==> config.mk <==
export PLATFORM = sky130hd
export DESIGN_NAME = bit2word_trans_unit
export DESIGN_NICKNAME = d
export VERILOG_FILES = /design/src/rtl/bit2word_trans_unit.sv
export SDC_FILE = /design/constraint.sdc
export NUM_CORES = 1
export LEC_CHECK = 0
export BUFFER_PORTS_ARGS = -buffer_cell sky130_fd_sc_hd__buf_2
export CORE_MARGIN = 1
export CORE_UTILIZATION = 60
export DETAILED_ROUTE_END_ITERATION = 7
export GPL_TIMING_DRIVEN = 1
export MAX_ROUTING_LAYER = met4
export PLACE_DENSITY = 0.85
export SETUP_SLACK_MARGIN = 0.5
export SKIP_CTS_REPAIR_TIMING = 1
export SLEW_MARGIN = 10
export SYNTH_ARGS = -nofsm -noshare
export SYNTH_HDL_FRONTEND = slang
export SYNTH_SLANG_ARGS = --single-unit
export TNS_END_PERCENT = 1
==> constraint.sdc <==
create_clock -name clk_i -period 5.1 [get_ports clk_i]
set_input_delay 0.51 -clock clk_i [delete_from_list [all_inputs] [get_ports clk_i]]
set_output_delay 0.51 -clock clk_i [all_outputs]
set_load 0.1 [all_outputs]
==> src/rtl/bit2word_trans_unit.sv <==
// bit2word_trans_unit: collects 8 LSB-first bit-planes, then emits one 8-bit word per channel 0..ch_last
module bit2word_trans_unit #(
  parameter int MAX_CHANNEL_NUM = 128,
  parameter int CW = $clog2(MAX_CHANNEL_NUM)
) (
  input  logic                       clk_i,
  input  logic                       rst_n_i,
  input  logic [MAX_CHANNEL_NUM-1:0] bitpar_data_i,
  input  logic                       bitpar_data_vld_i,
  output logic                       bitpar_data_rdy_o,
  input  logic [CW-1:0]              channel_num_i,
  output logic [7:0]                 wordser_data_o,
  output logic                       wordser_data_vld_o,
  input  logic                       wordser_data_rdy_i,
  input  logic                       clear_i,
  output logic                       packet_sent_o,
  output logic                       busy_o
);
  typedef enum logic {COLLECT, SEND} state_t;
  state_t        state, state_nxt;
  logic [2:0]    plane_cnt;
  logic [CW-1:0] word_cnt, ch_last;
  logic [7:0]    trans_buf [MAX_CHANNEL_NUM];
  logic          in_fire, out_fire, last_word;
  assign bitpar_data_rdy_o  = state == COLLECT;
  assign wordser_data_vld_o = state == SEND;
  assign wordser_data_o     = trans_buf[word_cnt];
  assign in_fire   = bitpar_data_vld_i && bitpar_data_rdy_o;
  assign out_fire  = wordser_data_vld_o && wordser_data_rdy_i;
  assign last_word = word_cnt == ch_last;
  always_comb begin
    state_nxt = clear_i                                      ? COLLECT :
                (state == COLLECT && in_fire && &plane_cnt)  ? SEND    :
                (state == SEND && out_fire && last_word)     ? COLLECT : state;
  end
  always_ff @(posedge clk_i or negedge rst_n_i) begin
    if (!rst_n_i) state <= COLLECT;
    else          state <= state_nxt;
  end
  // clear_i leaves trans_buf alone: every bit is rewritten by the next packet
  always_ff @(posedge clk_i or negedge rst_n_i) begin
    if (!rst_n_i) begin
      plane_cnt     <= '0;
      word_cnt      <= '0;
      ch_last       <= '0;
      busy_o        <= 1'b0;
      packet_sent_o <= 1'b0;
      for (int i = 0; i < MAX_CHANNEL_NUM; i++) trans_buf[i] <= '0;
    end else if (clear_i) begin
      plane_cnt     <= '0;
      word_cnt      <= '0;
      busy_o        <= 1'b0;
      packet_sent_o <= 1'b0;
    end else begin
      packet_sent_o <= out_fire && last_word;
      if (in_fire) begin
        for (int i = 0; i < MAX_CHANNEL_NUM; i++) trans_buf[i][plane_cnt] <= bitpar_data_i[i];
        plane_cnt <= plane_cnt + 3'd1;
        if (plane_cnt == 3'd0) begin
          ch_last <= channel_num_i;
          busy_o  <= 1'b1;
        end
      end
      if (out_fire) begin
        word_cnt <= last_word ? '0 : word_cnt + 1'b1;
        if (last_word) busy_o <= 1'b0;
      end
    end
  end
endmodule

==> results of run 1 <==
synth_stat cells (all sizes together):
cell type	instances	area, um^2
mux2	1047	11800
dfrtp	1044	26100
mux2i	192	1920
mux4	192	4320
buf	113	642
clkbuf	108	405
nand2	57	214
a22oi	56	420
a21oi	51	255
o21ai	43	215
a31oi	32	200
o211ai	25	188
nor2	10	37.5
xnor2	9	78.8
a221oi	8	70.1
nor2b	7	43.8
nor3	6	30.0
ha	4	50.1
inv	4	15.0
nand2b	4	25.0
and2	3	18.8
nand4	3	18.8
xor2	3	26.3
and3	2	12.5
nand3	2	10.0
a2bb2oi	1	8.76
nor3b	1	7.51
nor4	1	6.26
o31ai	1	7.51
or2	1	6.26
flip-flops by register name, indices dropped and copies added, names as in the netlist:
register and count:
busy_o 1, word_cnt 7, plane_cnt 3, trans_buf 1024
ch_last 7, packet_sent_o 1, wordser_data_vld_o 1
report_power, final:
part / leakage (nW) / switching [mW] / total (mW) / internal (mW)
registers: 13.8 / 0.740 / 10.4 / 9.65
clock network: 1.90 / 3.28 / 8.34 / 5.06
logic: 8.26 / 1.25 / 2.82 / 1.57
stage by stage:
step | util (%) | instance area [um^2] | hold slack, ns
2_1_floorplan | - | 47200 | 0.214
5_1_grt | 68.4 | 53100 | 0.0553
6_report | 68.4 | 53100 | -0.0202
3_5_place_dp | 63.2 | 49000 | 0.487
4_1_cts | 68.1 | 52900 | 0.0212
3_3_place_gp | 63.1 | 49000 | 0.482
cell type report:
class / instances / area share (%)
flip-flops and latches: 1044 / 49.2
multi-input cells: 1762 / 37.9
clock buffers: 160 / 6.20
repair buffers: 223 / 3.10
well taps: 1040 / 2.45
clock inverters: 37 / 1.05
diodes: 15 / 0.0707
inverters: 4 / 0.0283
critical path, delay by kind of cell (launching register included):
kind	cells	cell delay, ns
AOI/OAI and AO/OA	3	1.31
muxes	2	0.44
DFF	1	0.79
buffers and inverters	2	0.98
path summary, 6_finish.rpt:
check | start | end | slack, ns | cells after the start
worst max-delay path | word_cnt[1] | wordser_data_o[4] | 0.35 | 7
worst min-delay path | rst_n_i | trans_buf[133] | -0.02 | 1
worst max register to register | wordser_data_vld_o | trans_buf[863] | 1.72 | 6
worst min register to register | trans_buf[351] | trans_buf[351] | 0.50 | 1
max in group asynchronous | rst_n_i | trans_buf[25] | 3.71 | 2
min in group clk_i | channel_num_i[0] | ch_last[0] | 0.07 | 2
cells by family (layout without fill, tap and decap cells):
group                    after synthesis  after routing  synth area share, %
other                                  0             15                    0
flip-flops                          1044           1044                 55.4
AO/OA/AOI/OAI                        217            217                 2.89
XOR/XNOR                              12             12                0.223
multiplexers                        1431           1431                 38.2
adder cells (fa/ha/maj)                4              4                0.106
AND/OR/NAND/NOR                       97             98                0.912
buffers and inverters                225            424                 2.25
metal layers:
metal	part of all wire, %	GRT usage (%)
met4	3.6	12.1
met3	5.4	5.37
met5	0	-
met1	41	41.0
met2	50	49.4
==> impl_metrics.env, run 1 <==
export IMPL_die_area_um2=79700
export IMPL_mostFrequentLayoutCells="1047 x mux2_2, 1040 x dfrtp_1, 192 x mux4_2, 192 x mux2i_1, 148 x buf_2"
export IMPL_clock_sink_count=1044
export IMPL_slew_headroom_pct=29.8
export IMPL_grtUsageTotal_pct=31.4
export IMPL_ios=152
export IMPL_via_per_inst=6.45
export IMPL_synth_fp_nets=3174
export IMPL_clk_root_buffer_cell="clkbuf_16"
export IMPL_wl_mm=120
export IMPL_stdcell_count=4285
export IMPL_clk_pin_slew_worst_paths_ns=0.06
export IMPL_maxCapViolations=0
export IMPL_cpPeakStageDelay_ns=0.79
export IMPL_ys_types=34
export IMPL_crit_arrival_ns=4.24
export IMPL_drt_iter0_markers=2347
export IMPL_core_area_um2=77600
export IMPL_syn_area_um2=47200
export IMPL_worstPathMaxFanout=68
export IMPL_violations="hold timing"
export IMPL_nNetsFinal=3285
export IMPL_setup_viol=0
export IMPL_place_inst=4064
export IMPL_first_pass_iters=5
export IMPL_cts_buffer_depth=3
export IMPL_grt_pass1_wl_mm=181
export IMPL_cp_required_ns=4.59
export IMPL_pre_cts_slack_ns=0.659
export IMPL_power_density_nw_per_um2=406
export IMPL_antenna_found_initial=15
export IMPL_grt_overflow=0
export IMPL_drive_above_1_share_pct=51.6
export IMPL_fp_row_count=102
export IMPL_io_buffers=151
export IMPL_route_detailed_drc=0
export IMPL_cp_start_kind="flip-flop"
export IMPL_ir_drop_mv=0.306
export IMPL_fillers=5056
export IMPL_regArea_um2=26100
export IMPL_timing_final_crit_share_pct=93.1
export IMPL_syn_inst=3030
export IMPL_crit_type="reg -> out"
export IMPL_yosys_warnings=0
export IMPL_fmax_mhz=211
export IMPL_ant_nets=0
export IMPL_start_util_pct=60.8
export IMPL_totalPowerFinal_mw=21.6
export IMPL_cp_cell_sequence="buf_12, mux4_2, mux2i_1, o21ai_0, a221oi_1, a21oi_1, buf_2"
export IMPL_layout_commonest_cell="mux2_2"
export IMPL_cts_made_buffers=106
export IMPL_fin_crit_ns=4.75
export IMPL_end_kind="primary output"
export IMPL_cts_tree="done"
export IMPL_hold_path_class="in -> async"
export IMPL_multi_input_comb_area_um2=20100
export IMPL_first_global_vias=29300
export IMPL_cts_htree_levels=3
export IMPL_clk_latency_ns=0.67
export IMPL_worst_slew_pin_slew_ns=1.05
export IMPL_grt_max_degree=137
export IMPL_worst_slack_ns=0.351
export IMPL_area_growth_syn_to_layout_pct=12.5
export IMPL_yosysSeqAreaShare_pct=55.4
export IMPL_vias=27600
export IMPL_place_gp_congestion=0.897
export IMPL_rsz0062_at_grt="yes"
export IMPL_wire_per_inst_um=28.1
export IMPL_dp_hpwl_mm=77.3
export IMPL_synth_seq_cells=1044
export IMPL_synth_area_per_cell_um2=15.6
export IMPL_setup_tns_ns=0
export IMPL_maxSlewViolCount=0
export IMPL_holdWs_ns=-0.0202
export IMPL_die_y_um=282
export IMPL_fin_worst_skew_ns=0.0202
export IMPL_cpMaxStageDelayCell="dfrtp_4"
export IMPL_p_leak_nw=23.9
export IMPL_die_w_um=282
export IMPL_outcome="finished, violations left"
export IMPL_hold_viol=4
(Power assumes the default switching activity.)
==> run 2: changes to the inputs <==
Settings changed: CORE_MARGIN 1 to 3.
==> run 2 against run 1 <==
Against the previous run:
- the flow now finishes without violations
- clock-buffer cell count up 1
- sequential cell count unchanged
- non-clock buffer count down 4
- global-route usage down 1.0 points
- via count up 1.2%
- sequential share of layout area up 0.38 points
- die area up 2.9%
- clock power down 6.0%
- largest power group unchanged
- highest routed layer unchanged
==> impl_metrics.env, run 2 (synthesis gave the netlist of run 1 again) <==
export IMPL_area_growth_syn_to_layout_pct=11.6
export IMPL_layout_commonest_cell="mux2_2"
export IMPL_die_w_um=286
export IMPL_holdWs_ns=0.0699
export IMPL_via_per_inst=6.55
export IMPL_end_kind="primary output"
export IMPL_cts_buffer_depth=3
export IMPL_ant_nets=0
export IMPL_first_pass_iters=7
export IMPL_start_util_pct=60.7
export IMPL_die_y_um=286
export IMPL_clock_sink_count=1044
export IMPL_hold_viol=0
export IMPL_maxSlewViolCount=0
export IMPL_mostFrequentLayoutCells="1047 x mux2_2, 1040 x dfrtp_1, 192 x mux4_2, 192 x mux2i_1, 149 x buf_2"
export IMPL_outcome="finished clean"
export IMPL_cp_num_buf_inv=2
export IMPL_cpMaxStageDelayCell="a221oi_1"
export IMPL_cp_cell_sequence="buf_4, mux4_2, mux2i_1, o21ai_0, a221oi_1, a21oi_1, buf_2"
export IMPL_timing_final_crit_share_pct=92.9
export IMPL_finish_utilization_pct=67.8
export IMPL_cts_made_buffers=105
export IMPL_route_detailed_drc=0
export IMPL_io_buffers=151
export IMPL_worst_slew_pin_slew_ns=1.16
export IMPL_fp_row_count=102
export IMPL_path_delay_family="compound AO/OA/AOI/OAI gates"
export IMPL_drt_iter0_markers=2320
export IMPL_grtUsageTotal_pct=30.3
export IMPL_setup_viol=0
export IMPL_worstPathMaxFanout=18
export IMPL_regMostFlops="trans_buf"
export IMPL_clk_pin_slew_worst_paths_ns=0.06
export IMPL_hold_path_class="in -> reg"
export IMPL_slew_headroom_pct=22.5
export IMPL_fin_worst_skew_ns=0.0279
export IMPL_fin_crit_ns=4.74
export IMPL_wire_per_inst_um=28.1
export IMPL_place_gp_congestion=0.956
export IMPL_crit_type="reg -> out"
export IMPL_ir_drop_mv=0.327
export IMPL_power_density_nw_per_um2=399
export IMPL_largest_reg_flops=1024
export IMPL_crit_arrival_ns=4.23
export IMPL_cp_start_kind="flip-flop"
export IMPL_fillers=5022
export IMPL_setup_tns_ns=0
export IMPL_ios=152
export IMPL_grt_max_degree=159
export IMPL_clk_latency_ns=0.68
export IMPL_grt_pass1_wl_mm=184
export IMPL_rsz0062_at_grt="yes"
export IMPL_cts_htree_levels=3
export IMPL_clk_root_buffer_cell="clkbuf_16"
export IMPL_totalPowerFinal_mw=21.0
export IMPL_dp_hpwl_mm=78.1
export IMPL_antenna_found_initial=15
export IMPL_first_global_vias=30000
export IMPL_cts_tree="done"
export IMPL_vias=28000
export IMPL_fmax_mhz=211
export IMPL_maxCapViolations=0
export IMPL_grt_overflow=0
export IMPL_cpPeakStageDelay_ns=0.69
export IMPL_wl_mm=120
export IMPL_reg_largest_list="trans_buf: 1024 flops, ch_last: 7 flops, word_cnt: 7 flops"
export IMPL_p_leak_nw=23.7
export IMPL_nNetsFinal=3279
export IMPL_die_area_um2=82000
export IMPL_core_area_um2=77700
export IMPL_cp_required_ns=4.59
export IMPL_drive_above_1_share_pct=50.9
==> run 2: changes by cell type in the layout (fill, tap and decap cells not counted), sizes merged <==
cell	before	now
clkinv	19	14
clkinvlp	3	1
dlygate4sd3	0	1
nor2b	8	7
inv	7	9
buf	219	215
bufinv	12	7
==> run 2: layer usage <==
layer / wire [um] / vias to the layer above / global-route usage (%)
met1: 48500 / 15200 / 39.7
met5: 0 / - / -
li1: - / 11600 / -
met4: 4010 / 0 / 10.6
met3: 8250 / 231 / 6.11
met2: 59200 / 985 / 47.9
==> run 2: area by class of cell <==
type,instances,area [um^2],share of cell area (%)
well taps,1040,1300,2.47
repair buffers,219,1560,2.96
multi-input cells,1761,20100,38.1
flip-flops and latches,1044,26100,49.6
diodes,15,37.5,0.0713
clock inverters,27,404,0.767
inverters,4,15.0,0.0285
clock buffers,161,3150,5.98
==> run 2: report_power, final <==
group	internal (mW)	leakage [nW]	switching (mW)	total, mW
clock	4.61	1.75	3.23	7.84
sequential	9.66	13.8	0.733	10.4
combinational	1.57	8.20	1.23	2.80
==> run 2: worst reg2reg max path, cell delays in order, from the launching register on <==
cell and delay (ns):
dfrtp_1 0.42, inv_1 0.13, nand2_1 0.10, nor3b_1 0.89
and3_4 0.78, buf_4 0.63, mux2_2 0.43
==> run 2: through the flow <==
stage	setup slack [ns]	cells	instance area, um^2
6_report	0.361	4271	52700
3_5_place_dp	0.886	4060	48900
2_1_floorplan	1.49	3030	47200
3_3_place_gp	0.893	4060	48900
4_1_cts	0.120	4248	52500
5_1_grt	0.450	4270	52700
==> run 2: final timing paths <==
| kind | start | end | slack [ns] | cells after the start |
|---|---|---|---|---|
| max in group asynchronous | rst_n_i | word_cnt[2] | 3.08 | 3 |
| setup / recovery | word_cnt[0] | wordser_data_o[1] | 0.36 | 7 |
| hold reg to reg | trans_buf[398] | trans_buf[398] | 0.50 | 1 |
| hold / removal | channel_num_i[1] | ch_last[1] | 0.07 | 2 |
| min in group asynchronous | rst_n_i | trans_buf[136] | 0.52 | 2 |
| setup reg to reg | wordser_data_vld_o | trans_buf[391] | 1.59 | 6 |
==> run 3: changes to the inputs <==
Settings changed: CORE_UTILIZATION 60 to 56, PLACE_DENSITY 0.85 to 0.84.
Clock period 5.1 ns to 3.95 ns, I/O delays scaled along.
==> run 3 against run 2 <==
Against the previous run:
- the run now ends with setup timing left
- hold slack improved by 0.0059 ns
- critical path depth increased by 3
- global-route usage decreased by 1.6 points
- final area increased by 2.7%
- sequential power increased by 29%
- clock power increased by 29%
- die area increased by 7.0%
- clock skew increased by 0.00097 ns
- non-clock buffer count increased by 70
- total power increased by 31%
- critical path type unchanged
- critical endpoint is now wordser_data_o[5]
==> impl_metrics.env, run 3 (synthesis gave the netlist of run 1 again) <==
export IMPL_outcome="finished, violations left"
export IMPL_violations="setup timing"
export IMPL_grt_pass1_wl_mm=186
export IMPL_nNetsFinal=3347
export IMPL_multi_input_comb_area_um2=20300
export IMPL_cp_required_ns=3.56
export IMPL_slew_headroom_pct=17.7
export IMPL_cts_buffer_depth=3
export IMPL_p_leak_nw=24.3
export IMPL_maxCapViolations=0
export IMPL_cts_tree="done"
export IMPL_start_util_pct=57.0
export IMPL_p_clk_share_pct=36.9
export IMPL_fmax_mhz=251
export IMPL_ant_nets=0
export IMPL_cpPeakStageDelay_ns=0.50
export IMPL_via_per_inst=6.53
export IMPL_final_area_um2=54100
export IMPL_largest_reg_flops=1024
export IMPL_grt_max_degree=143
export IMPL_timing_final_crit_share_pct=101
export IMPL_reg_largest_list="trans_buf: 1024 flops, ch_last: 7 flops, word_cnt: 7 flops"
export IMPL_internal_power_mw=20.5
export IMPL_end_kind="primary output"
export IMPL_crit_top_cell="buf_12"
export IMPL_drive_above_1_share_pct=53.4
export IMPL_switching_share_pct=25.5
export IMPL_power_frac_seq_pct=48.9
export IMPL_fillers=5422
export IMPL_maxSlewViolCount=0
export IMPL_regMostFlops="trans_buf"
export IMPL_combPwrFrac_pct=14.2
export IMPL_finish_utilization_pct=65.3
export IMPL_cts_made_buffers=103
export IMPL_wl_mm=126
export IMPL_grt_overflow=0
export IMPL_wire_per_inst_um=28.9
export IMPL_route_detailed_drc=0
export IMPL_clock_sink_count=1044
export IMPL_cpMaxStageDelayCell="mux4_2"
export IMPL_worst_slack_ns=-0.0314
export IMPL_regArea_um2=26100
export IMPL_mostFrequentLayoutCells="1040 x mux2_2, 1040 x dfrtp_1, 192 x mux4_2, 175 x mux2i_1, 142 x buf_2"
export IMPL_antenna_found_initial=18
export IMPL_core_area_um2=82800
export IMPL_setup_viol=2
export IMPL_cp_start_kind="flip-flop"
export IMPL_first_pass_iters=6
export IMPL_ir_drop_mv=0.610
export IMPL_dp_hpwl_mm=78.8
export IMPL_clk_root_buffer_cell="clkbuf_16"
export IMPL_gr_max_usage_layer="met2"
export IMPL_hold_viol=0
export IMPL_die_area_um2=87800
export IMPL_clk_pin_slew_worst_paths_ns=0.07
export IMPL_area_growth_syn_to_layout_pct=14.6
export IMPL_stdcell_count=4375
export IMPL_worst_slew_pin_slew_ns=1.23
export IMPL_hold_depth=2
export IMPL_fp_row_count=105
export IMPL_drt_iter0_markers=2912
export IMPL_power_density_nw_per_um2=509
export IMPL_cp_cell_sequence="buf_12, buf_16, buf_6, mux4_2, mux2_4, nand2_2, o211ai_1, a221oi_2, a21oi_2, buf_12"
export IMPL_io_buffers=151
export IMPL_place_inst=4117
export IMPL_die_w_um=296
export IMPL_place_gp_congestion=0.970
export IMPL_cts_htree_levels=3
export IMPL_first_global_vias=30100
export IMPL_holdWs_ns=0.0759
export IMPL_crit_arrival_ns=3.59
export IMPL_totalPowerFinal_mw=27.5
export IMPL_p_sw_mw=7.01
export IMPL_use_met2_pct=45.8
export IMPL_vias=28500
export IMPL_rsz0062_at_grt="yes"
export IMPL_grtUsageTotal_pct=28.7
export IMPL_clk_latency_ns=0.68
export IMPL_ios=152
export IMPL_fin_crit_ns=3.98
export IMPL_die_y_um=296
export IMPL_hold_path_class="in -> reg"
export IMPL_fin_worst_skew_ns=0.0289
export IMPL_worstPathMaxFanout=8
export IMPL_r2r_cells=7
export IMPL_grtUsageMet1_pct=37.2
export IMPL_crit_type="reg -> out"
export IMPL_place_area_um2=49300
export IMPL_grtUsageMet3_pct=5.16
## run 3: stage by stage
step	TNS, ns	setup WS [ns]
floorplan	0	0.457
global placement	0	0.299
detailed placement	0	0.309
CTS	-2.64	-0.407
global route	-0.0986	-0.0379
finish	-0.0531	-0.0314
## run 3: cell type report
cell class | instances | area share (%)
diodes | 20 | 0.0925
clock inverters | 49 | 1.19
clock buffers | 138 | 5.29
repair buffers | 289 | 4.99
flip-flops and latches | 1044 | 48.3
multi-input cells | 1761 | 37.6
well taps | 1070 | 2.48
inverters | 4 | 0.0278
## run 3: critical path: cells and delay by family (launching register included)
kind	cells	cell delay, ns
AO/OA/AOI/OAI	3	0.87
AND/OR/NAND/NOR	1	0.06
flip-flops	1	0.48
buffers and inverters	4	0.69
multiplexers	2	0.80
## run 3: per-layer routing
metal,part of all wire [%],vias up
li1,-,11700
met1,39,15400
met2,50,1139
met3,7.0,280
met4,4.0,0
met5,0,-
## run 3: final timing paths
check	start	to	slack, ns
setup / recovery	word_cnt[0]	wordser_data_o[5]	-0.03
hold / removal	bitpar_data_i[126]	trans_buf[10]	0.08
setup reg to reg	wordser_data_vld_o	trans_buf[883]	1.07
hold reg to reg	trans_buf[20]	trans_buf[20]	0.50
max in group asynchronous	rst_n_i	trans_buf[80]	2.33
min in group asynchronous	rst_n_i	trans_buf[188]	0.33
## run 3: power by group through the flow
stage | Clock (mW) | Combinational, mW | Sequential, mW
2_1_floorplan | 0 | 2.53 | 13.2
3_3_place_gp | 0 | 3.53 | 13.3
3_5_place_dp | 0 | 3.73 | 13.5
4_1_cts | 10.2 | 3.77 | 13.4
5_1_grt | 10.7 | 4.16 | 13.6
6_report | 10.1 | 3.91 | 13.4
